**src/rtl/mma_display_pkg.sv**
```systemverilog
// Shared types and constants for the MMA result display path.
// The index-prefix display mode is selected with RESULT_DISPLAY_INDEX_EN.
package mma_display_pkg;

  typedef enum logic [2:0] {
    IDLE,
    FETCH,
    WAIT,
    SHOW,
    NEXT
  } state_t;

  localparam int          DEFAULT_DWELL = 1000;
  localparam logic [31:0] HEX_BLANK     = 32'h0;

  // Leftmost two digits carry the element index, the rest the low data bits.
  function automatic logic [31:0] index_prefixed(input logic [7:0] idx,
                                                 input logic [31:0] data);
    return {idx, data[23:0]};
  endfunction

endpackage

```
**src/rtl/rising_edge_detect.sv**
```systemverilog
// One-register rising-edge detector for debounced board buttons.
// Each bit of level is compared against its value on the previous slow_clk edge.
module rising_edge_detect #(
  parameter int WIDTH = 1
) (
  input  logic             slow_clk,
  input  logic             reset,
  input  logic [WIDTH-1:0] level,
  output logic [WIDTH-1:0] rise
);

  logic [WIDTH-1:0] level_reg;

  always_ff @(posedge slow_clk) begin
    if (reset) begin
      level_reg <= '0;
    end else begin
      level_reg <= level;
    end
  end

  generate
    for (genvar gi = 0; gi < WIDTH; gi++) begin : g_rise
      assign rise[gi] = level[gi] & ~level_reg[gi];
    end
  endgenerate

endmodule

```
**src/rtl/result_display_sequencer.sv**
```systemverilog
// Walks the MMA result memory, fetching one word per element and holding it on hex for DWELL ticks.
// Define RESULT_DISPLAY_INDEX_EN to show the element index in the two leftmost digits.
module result_display_sequencer
  import mma_display_pkg::*;
#(
  parameter int ADDR_W = 8,
  parameter int DWELL  = DEFAULT_DWELL
) (
  input  logic              slow_clk,
  input  logic              reset,
  input  logic              result_ready,
  input  logic [ADDR_W:0]   element_count,
  input  logic              pause,
  input  logic              step,
  output logic              rd_en,
  output logic [ADDR_W-1:0] rd_addr,
  input  logic [31:0]       rd_data,
  input  logic              rd_valid,
  output logic [31:0]       hex,
  output logic              busy
);

  localparam int                DWELL_W    = (DWELL > 2) ? $clog2(DWELL) : 1;
  localparam logic [DWELL_W-1:0] DWELL_LOAD = DWELL_W'(DWELL - 1);
  localparam logic [ADDR_W:0]   COUNT_ONE  = (ADDR_W + 1)'(1);
  localparam logic [ADDR_W-1:0] INDEX_ONE  = ADDR_W'(1);

  state_t              state_reg, state_next;
  logic [ADDR_W-1:0]   index_reg, index_next;
  logic [ADDR_W:0]     count_reg, count_next;
  logic [DWELL_W-1:0]  dwell_reg, dwell_next;
  logic [31:0]         hex_reg, hex_next;

  logic                step_rise;
  logic                last_element;
  logic [31:0]         display_word;

  rising_edge_detect #(
    .WIDTH (1)
  ) u_step_edge (
    .slow_clk (slow_clk),
    .reset    (reset),
    .level    (step),
    .rise     (step_rise)
  );

`ifdef RESULT_DISPLAY_INDEX_EN
  assign display_word = index_prefixed(8'(index_reg), rd_data);
`else
  assign display_word = rd_data;
`endif

  assign last_element = ({1'b0, index_reg} == (count_reg - COUNT_ONE));

  always_ff @(posedge slow_clk) begin
    if (reset) begin
      state_reg <= IDLE;
      index_reg <= '0;
      count_reg <= '0;
      dwell_reg <= '0;
      hex_reg   <= HEX_BLANK;
    end else begin
      state_reg <= state_next;
      index_reg <= index_next;
      count_reg <= count_next;
      dwell_reg <= dwell_next;
      hex_reg   <= hex_next;
    end
  end

  always_comb begin
    state_next = state_reg;
    index_next = index_reg;
    count_next = count_reg;
    dwell_next = dwell_reg;
    hex_next   = hex_reg;

    case (state_reg)
      IDLE: begin
        if (result_ready && (element_count != '0)) begin
          count_next = element_count;
          index_next = '0;
          state_next = FETCH;
        end
      end

      FETCH: begin
        state_next = WAIT;
      end

      WAIT: begin
        if (rd_valid) begin
          hex_next   = display_word;
          dwell_next = DWELL_LOAD;
          state_next = SHOW;
        end
      end

      SHOW: begin
        // A manual step overrides both pause and the remaining dwell.
        if (step_rise) begin
          state_next = NEXT;
        end else if (!pause) begin
          if (dwell_reg == '0) begin
            state_next = NEXT;
          end else begin
            dwell_next = dwell_reg - DWELL_W'(1);
          end
        end
      end

      NEXT: begin
        index_next = last_element ? '0 : index_reg + INDEX_ONE;
        state_next = FETCH;
      end

      default: begin
        state_next = IDLE;
      end
    endcase

    // Losing valid results abandons the pass, including any read in flight.
    if ((state_reg != IDLE) && !result_ready) begin
      state_next = IDLE;
      hex_next   = HEX_BLANK;
    end
  end

  assign rd_en   = (state_reg == FETCH) && result_ready;
  assign rd_addr = index_reg;
  assign hex     = hex_reg;
  assign busy    = (state_reg != IDLE);

endmodule
```
**config.mk**
```make
export PLATFORM = sky130hd
export DESIGN_NAME = result_display_sequencer
export DESIGN_NICKNAME = d
export VERILOG_FILES = /design/src/rtl/mma_display_pkg.sv /design/src/rtl/rising_edge_detect.sv /design/src/rtl/result_display_sequencer.sv
export SDC_FILE = /design/constraint.sdc
export NUM_CORES = 1
export LEC_CHECK = 0
export BUFFER_PORTS_ARGS = -buffer_cell sky130_fd_sc_hd__buf_2
export CAP_MARGIN = 20
export CORE_ASPECT_RATIO = 0.6
export CORE_MARGIN = 2
export CORE_UTILIZATION = 50
export DETAILED_ROUTE_END_ITERATION = 10
export GPL_TIMING_DRIVEN = 0
export PLACE_DENSITY = 0.79
export SETUP_SLACK_MARGIN = 0.05
export SYNTH_ARGS = -nofsm -noshare
export SYNTH_HDL_FRONTEND = slang
export SYNTH_SLANG_ARGS = --single-unit
```
**constraint.sdc**
```tcl
create_clock -name slow_clk -period 3.7 [get_ports slow_clk]
set_clock_uncertainty 0.15 [all_clocks]
set_input_delay 0.185 -clock slow_clk [delete_from_list [all_inputs] [get_ports slow_clk]]
set_output_delay 0.185 -clock slow_clk [all_outputs]
set_load 0.01 [all_outputs]
```
## After elaboration in Yosys (flattened, before gate mapping)

Cells that the tools add are included.

- Bits in registers: 63
- Input bits: 47
- Output and inout port bits: 42
- Word-level logic and storage cells: 53

- Add/subtract/negate cells: 3
- Equal/unequal tests: 12
- Multiplexer cells: 14
- Bitwise gates (word level): 2
- Reductions and logical operators: 16

Operator list:

| kind | count |
|---|---|
| $mux 10 | 4 |
| $pmux 10 s2 | 1 |
| $mux 8 | 2 |
| $pmux 8 s2 | 1 |
| $mux 3 | 5 |
| $pmux 3 s5 | 1 |
| $logic_not 10->1 | 1 |
| $ne 2x2->1 const B | 5 |
| $sub 10x1->10 const B | 1 |
| $eq 8x9->1 | 1 |
| $reduce_bool 9->1 | 1 |
| $sub 9x1->9 const B | 1 |
| $add 8x1->8 const B | 1 |
| $eq 3x2->1 const B | 2 |
| $ne 3x3->1 const B | 2 |
| $reduce_and 2->1 | 3 |
| $reduce_and 5->1 | 1 |
| $reduce_and 4->1 | 1 |
| $reduce_bool 2->1 | 2 |
| $eq 3x1->1 const B | 1 |
| $eq 3x3->1 const B | 1 |
| $logic_and 1x1->1 | 3 |
| $logic_not 3->1 | 1 |
| $reduce_bool 3->1 | 1 |
| other kinds (4) | 4 |

## Depth between registers and ports, before layout

- Depth in word-level cells: 5
- Mapped depth: 9
- Mapped depth without buffers: 9

## By module

Synthesis repeated with hierarchy kept, for this count alone.

- Cell total of the unflattened synthesis: 342
- Area total of the unflattened synthesis: 2,886.5 µm²

By module, submodules not included:

| module | times used | cells an instance | area each (µm²) | seq. area each (µm²) |
|---|---|---|---|---|
| result_display_sequencer | 1 | 339 | 2,839.0 | 1,241.2 |
| rising_edge_detect | 1 | 3 | 47.5 | 20.0 |

## Worst setup path before layout

No wires, ideal clock.

- Path kind: register -> register
- Start point: reg count_reg[0]
- End point: reg index_reg[5] (netlist: rd_addr[5])
- Setup time: 114 ps
- Data arrival time: 2,317 ps
- Required time: 3,436 ps
- Slack: 1,119 ps
- Cell stages (with the launch flop): 8
- Path buffers: 0
- Clock period less this slack: 2,581 ps
- Cell sequence: dfxtp_1 or4_4 or4_4 xor2_1 a2111oi_4 a311o_2 o21bai_1 a21o_1

- Cells in the longest elaborated chain, start to end: 4

Ends and longest elaborated chain:

| what | line | source |
|---|---|---|
| from (decl) | result_display_sequencer.sv:30 | `logic [ADDR_W:0] count_reg, count_next;` |
| from (signal assigned) | result_display_sequencer.sv:65 | `count_reg <= count_next;` |
| $sub 9x1->9 | result_display_sequencer.sv:53 | `assign last_element = ({1'b0, index_reg} == (count_reg - COUNT_ONE));` |
| $eq 8x9->1 | result_display_sequencer.sv:53 |  |
| $mux 8 | result_display_sequencer.sv:113 | `index_next = last_element ? '0 : index_reg + INDEX_ONE;` |
| $pmux 8 s2 | result_display_sequencer.sv:78 | `case (state_reg)` |
| to (signal assigned) | result_display_sequencer.sv:64 | `index_reg <= index_next;` |
| to (decl) | result_display_sequencer.sv:29 | `logic [ADDR_W-1:0] index_reg, index_next;` |

No other way between the ends.
A chain may end at the register's enable or synchronous reset.

## Final worst setup path

- Start point: reg dwell_reg[0]
- End point: reg dwell_reg[8]

- Cells in the longest elaborated chain, start to end: 5
- Elaborated cells on any way between the ends: 8
- Classes of those cells: 1 x add/sub; 1 x eq/ne; 4 x mux; 2 x reduce/logical

Ends and longest elaborated chain:

| what | line | source |
|---|---|---|
| from (decl) | result_display_sequencer.sv:31 | `logic [DWELL_W-1:0] dwell_reg, dwell_next;` |
| from (signal assigned) | result_display_sequencer.sv:66 | `dwell_reg <= dwell_next;` |
| $sub 10x1->10 | result_display_sequencer.sv:107 | `dwell_next = dwell_reg - DWELL_W'(1);` |
| $mux 10 | result_display_sequencer.sv:104 | `if (dwell_reg == '0) begin` |
| $mux 10 | result_display_sequencer.sv:103 | `end else if (!pause) begin` |
| $mux 10 | result_display_sequencer.sv:101 | `if (step_rise) begin` |
| $pmux 10 s2 | result_display_sequencer.sv:78 |  |

Parallel ways exist; a longest one is shown, timed or not. The select of a mux whose other input is x is not followed.

==> reports/results.env <==
PLACED_AREA_MM2=0.003294
FINAL_PERIOD_UTILIZATION_PCT=75.51
LAYOUT.CELL_AREA.NON_FILLER_MM2=0.003919
DIE_AREA_MM2=0.006174
GLOBALROUTE.TOTALOVERFLOW=0
WL_UM=7985
INITIAL_ANTENNA_VIOLATION_COUNT=0
SETUP_TNS_NS=0
SYNTHESIS.INSTANCES=341
INITIAL_UTILIZATION_PCT=53.25
YS_DOMINANT_REG_CELL='sky130_fd_sc_hd__dfxtp_1'
GLOBAL_ROUTE.USAGE.TOTAL_PCT=25.85
FINALWORSTPATHREQUIREDPERIOD_NS=2.794
ROUTED-VIA-COUNT=2937
SYNTH_CELL_TYPE_COUNT=41
CRITICALPATHCATEGORY='reg2reg'
DETAIL-ROUTE-ANTENNA-NETS=0
POSTCTSSETUPREPAIRBUFS=0
DETAILED_ROUTE_DRC_ERROR_COUNT=0
CRIT_ARRIVAL_NS=2.84
ANTENNA_CELLS=0
GRT_PASS1_WL_UM=12050
MAXIMUM_NUMBER_OF_PINS_ON_ONE_NET_BEFORE_GLOBAL_ROUTE_REPAIR=13
IR_WORST_VDD_V=0.0003786
NETLIST_AREA_MM2=0.002771
TIMING.HOLD.WORST.CLASS='in2reg'
CTS-ROOT-BUF='sky130_fd_sc_hd__clkbuf_8'
VIA_TO_CELL_RATIO=5.301
GP_ROUTABILITY_CONGESTION=0.8560
WORST_SETUP_PATH_END_KIND='register'
ASYNCSETRESETFLOPFRACSYNTH_PCT=0
REPORT.FINAL.SLEW_VIOL_COUNT=0
SYNTH_ENABLE_FLOP_CELLS=0
CLK_PIN_SLEW_NS=0.07
SETUP_VIOLATIONS=0
MAX_CAP_VIOLATIONS=0
FINALHOLDVIOLATIONS=0
CP_MAX_FO=9
ROWS=20
PORTBUFFERS=88
OUTCOME='complete, no violations'
TIMING.MAX_SLEW.REL_SLACK_PCT=39.35
DEEPEST_CLOCK_PATH_BUFFER_COUNT=2
SYNTHESIS.AREA_PER_INSTANCE_UM2=8.127
HPWL_AFTER_DETAILED_PLACEMENT_UM=5171
SYNTH.YOSYS.WARNINGS=0
WORST-SLEW-PIN-TRANSITION_NS=0.9080
DIEWIDTH_UM=100.1
GRT_SETUP_UNREPAIRED='false'
CTS.SINKS=63
CTS_MADE_BUFFERS=9
POSTSYNTHNETCOUNT=391
TOP_LEVEL_PORTS=89
CTS_TREE='yes'
STARTING_DRC_COUNT_IN_DETAILED_ROUTING=139
SEQUENTIAL_TO_TOTAL_AREA_SHARE_FROM_YOSYS_STAT_PCT=45.51
MAX_FREQ_MHz=357.9
P_PER_AREA_mW_PER_MM2=575.6
FP.DIEH_UM=61.67
FIN_NETS=533
MEAN_ROUTED_WIRELENGTH_PER_CELL_UM=14.41
FP.COREAREA_MM2=0.005205
INSERTION_DELAY_NS=0.34
HOLD_SLACK_NS=0.1549
DRT_PRE_ANTENNA_ITERS=4
VIAS_IN_THE_FIRST_GLOBAL_ROUTE=2599
CTS.HTREE.LEVELS=3
CRITICAL_PATH_REQUIRED_NS=3.75
POWER.LEAKAGE_uW=0.001674
SYNTHTOLAYOUTAREAGROWTH_PCT=41.40
TOTAL_POWER_DRAW_uW=2256
SYNTH_SEQ_CELLS=63
LARGEST_REGISTER_FF_COUNT=32
DRIVE_GT1_SHARE_PCT=22.95
CRITPATHLAUNCHTYPE='register'
==> cells by family (layout without fill, tap and decap cells) <==
group	Yosys count	after routing	share of synthesized area, %
and+or+nand+nor	150	150	24.83
AOI/OAI and AO/OA	71	71	16.03
DFF	63	63	45.51
buffers and inverters	28	175	3.792
xor gates and xnor gates	20	20	6.320
muxes	6	6	2.167
adders and majority gates	3	3	1.355
==> final timing paths <==
kind,start,end,slack (ns),depth (start not counted)
setup reg to reg,dwell_reg[0]$_SDFFE_PP0P_,dwell_reg[8]$_SDFFE_PP0P_,0.91,9
hold / removal,reset,rd_addr[4]$_SDFFE_PP0P_,0.15,4
setup / recovery,dwell_reg[0]$_SDFFE_PP0P_,dwell_reg[8]$_SDFFE_PP0P_,0.91,9
hold reg to reg,hex[31]$_SDFFE_PP0P_,hex[31]$_SDFFE_PP0P_,0.31,2
==> cell usage after synthesis (all sizes together) (2+ instances only) <==
master / instances / share of area [%]
nand2: 75 / 10
dfxtp: 63 / 46
a21oi: 45 / 8.1
nor2: 28 / 3.8
clkbuf: 19 / 2.6
nor3: 13 / 2.3
xnor2: 10 / 3.2
xor2: 10 / 3.2
inv: 9 / 1.2
mux2i: 6 / 2.2
nand3: 6 / 1.1
nand2b: 5 / 1.1
o21ai: 5 / 0.90
a211oi: 4 / 1.1
a21o: 4 / 1.1
nor3b: 4 / 1.1
ha: 3 / 1.4
or4: 3 / 1.1
a2111oi: 2 / 1.5
and2: 2 / 0.45
and3: 2 / 0.45
nand4: 2 / 0.45
nor4: 2 / 0.45
o211ai: 2 / 0.54
o21bai: 2 / 0.54
or3: 2 / 0.45
==> critical path, stage by stage (launching register included) <==
cell and delay (ns):
sky130_fd_sc_hd__dfxtp_1 0.39, sky130_fd_sc_hd__inv_1 0.07, sky130_fd_sc_hd__ha_1 0.24, sky130_fd_sc_hd__or4b_2 0.22, sky130_fd_sc_hd__nor3_1 0.06, sky130_fd_sc_hd__a2111oi_2 0.71, sky130_fd_sc_hd__nand2b_1 0.23, sky130_fd_sc_hd__nor4_1 0.30
sky130_fd_sc_hd__xnor2_1 0.18, sky130_fd_sc_hd__a21oi_1 0.10
==> power by group <==
group          switching (µW)  total, µW  internal, µW
logic                     459        808           349
clock network             284        596           312
registers                74.4        852           778
total                     817       2260          1440
==> stage by stage <==
| stage | setup WS [ns] | cells | utilization, % |
|---|---|---|---|
| final | 0.9060 | 554 | 75.29 |
| after floorplan | 1.119 | 341 | - |
| after detailed placement | 0.9644 | 495 | 63.29 |
| after CTS | 0.9505 | 553 | 75.14 |
| after global routing | 0.7057 | 554 | 75.29 |
| after global placement | 1.016 | 495 | 63.29 |
==> layout by cell type (no fill, tap or decap), types with 2 or more instances in the layout <==
| master | n |
|---|---|
| sky130_fd_sc_hd__clkbuf_1 | 19 |
| sky130_fd_sc_hd__nand4_1 | 2 |
| sky130_fd_sc_hd__o211ai_1 | 2 |
| sky130_fd_sc_hd__a21oi_1 | 45 |
| sky130_fd_sc_hd__dlygate4sd3_1 | 42 |
| sky130_fd_sc_hd__and2_1 | 2 |
| sky130_fd_sc_hd__buf_2 | 88 |
| sky130_fd_sc_hd__o21ai_0 | 5 |
| sky130_fd_sc_hd__ha_1 | 3 |
| sky130_fd_sc_hd__clkinvlp_4 | 2 |
| sky130_fd_sc_hd__o21bai_1 | 2 |
| sky130_fd_sc_hd__or3_1 | 2 |
| sky130_fd_sc_hd__and3_1 | 2 |
| sky130_fd_sc_hd__clkinv_2 | 2 |
| sky130_fd_sc_hd__nand3_1 | 6 |
| sky130_fd_sc_hd__xnor2_1 | 10 |
| sky130_fd_sc_hd__or4_4 | 2 |
| sky130_fd_sc_hd__nor2_1 | 28 |
| sky130_fd_sc_hd__nor3b_1 | 4 |
| sky130_fd_sc_hd__a21o_1 | 4 |
| sky130_fd_sc_hd__mux2i_1 | 6 |
| sky130_fd_sc_hd__nand2_1 | 75 |
| sky130_fd_sc_hd__nor3_1 | 13 |
| sky130_fd_sc_hd__nand2b_1 | 5 |
| sky130_fd_sc_hd__a211oi_1 | 4 |
| sky130_fd_sc_hd__clkbuf_8 | 9 |
| sky130_fd_sc_hd__dfxtp_1 | 63 |
| sky130_fd_sc_hd__xor2_1 | 10 |
| sky130_fd_sc_hd__nor4_1 | 2 |
| sky130_fd_sc_hd__inv_1 | 9 |
==> cell type report <==
type,count,area [µm²]
Timing Repair Buffer,131,868.3
Sequential cell,63,1261
Buffer,19,71.32
Clock buffer,9,123.9
Multi-Input combinational cell,250,1405
Tap cell,66,82.58
Inverter,9,33.78
Clock inverter,7,72.57
Fill cell,382,1286
==> timing repair <==
item	4_1_cts	5_1_grt
endpoints found under the hold margin	42	0
resized for setup	0	0
endpoints found under the setup margin	0	0
hold buffers	42	0
==> per-layer routing <==
metal / track usage [%] / share of wire [%] / wire length, µm
met1: 31.19 / 44 / 3529
met2: 43.24 / 46 / 3687
met3: 7.605 / 6.6 / 529
met4: 13.70 / 3.0 / 240
met5: 0 / 0 / 0
No activity file was read; power rests on OpenSTA's default activity.
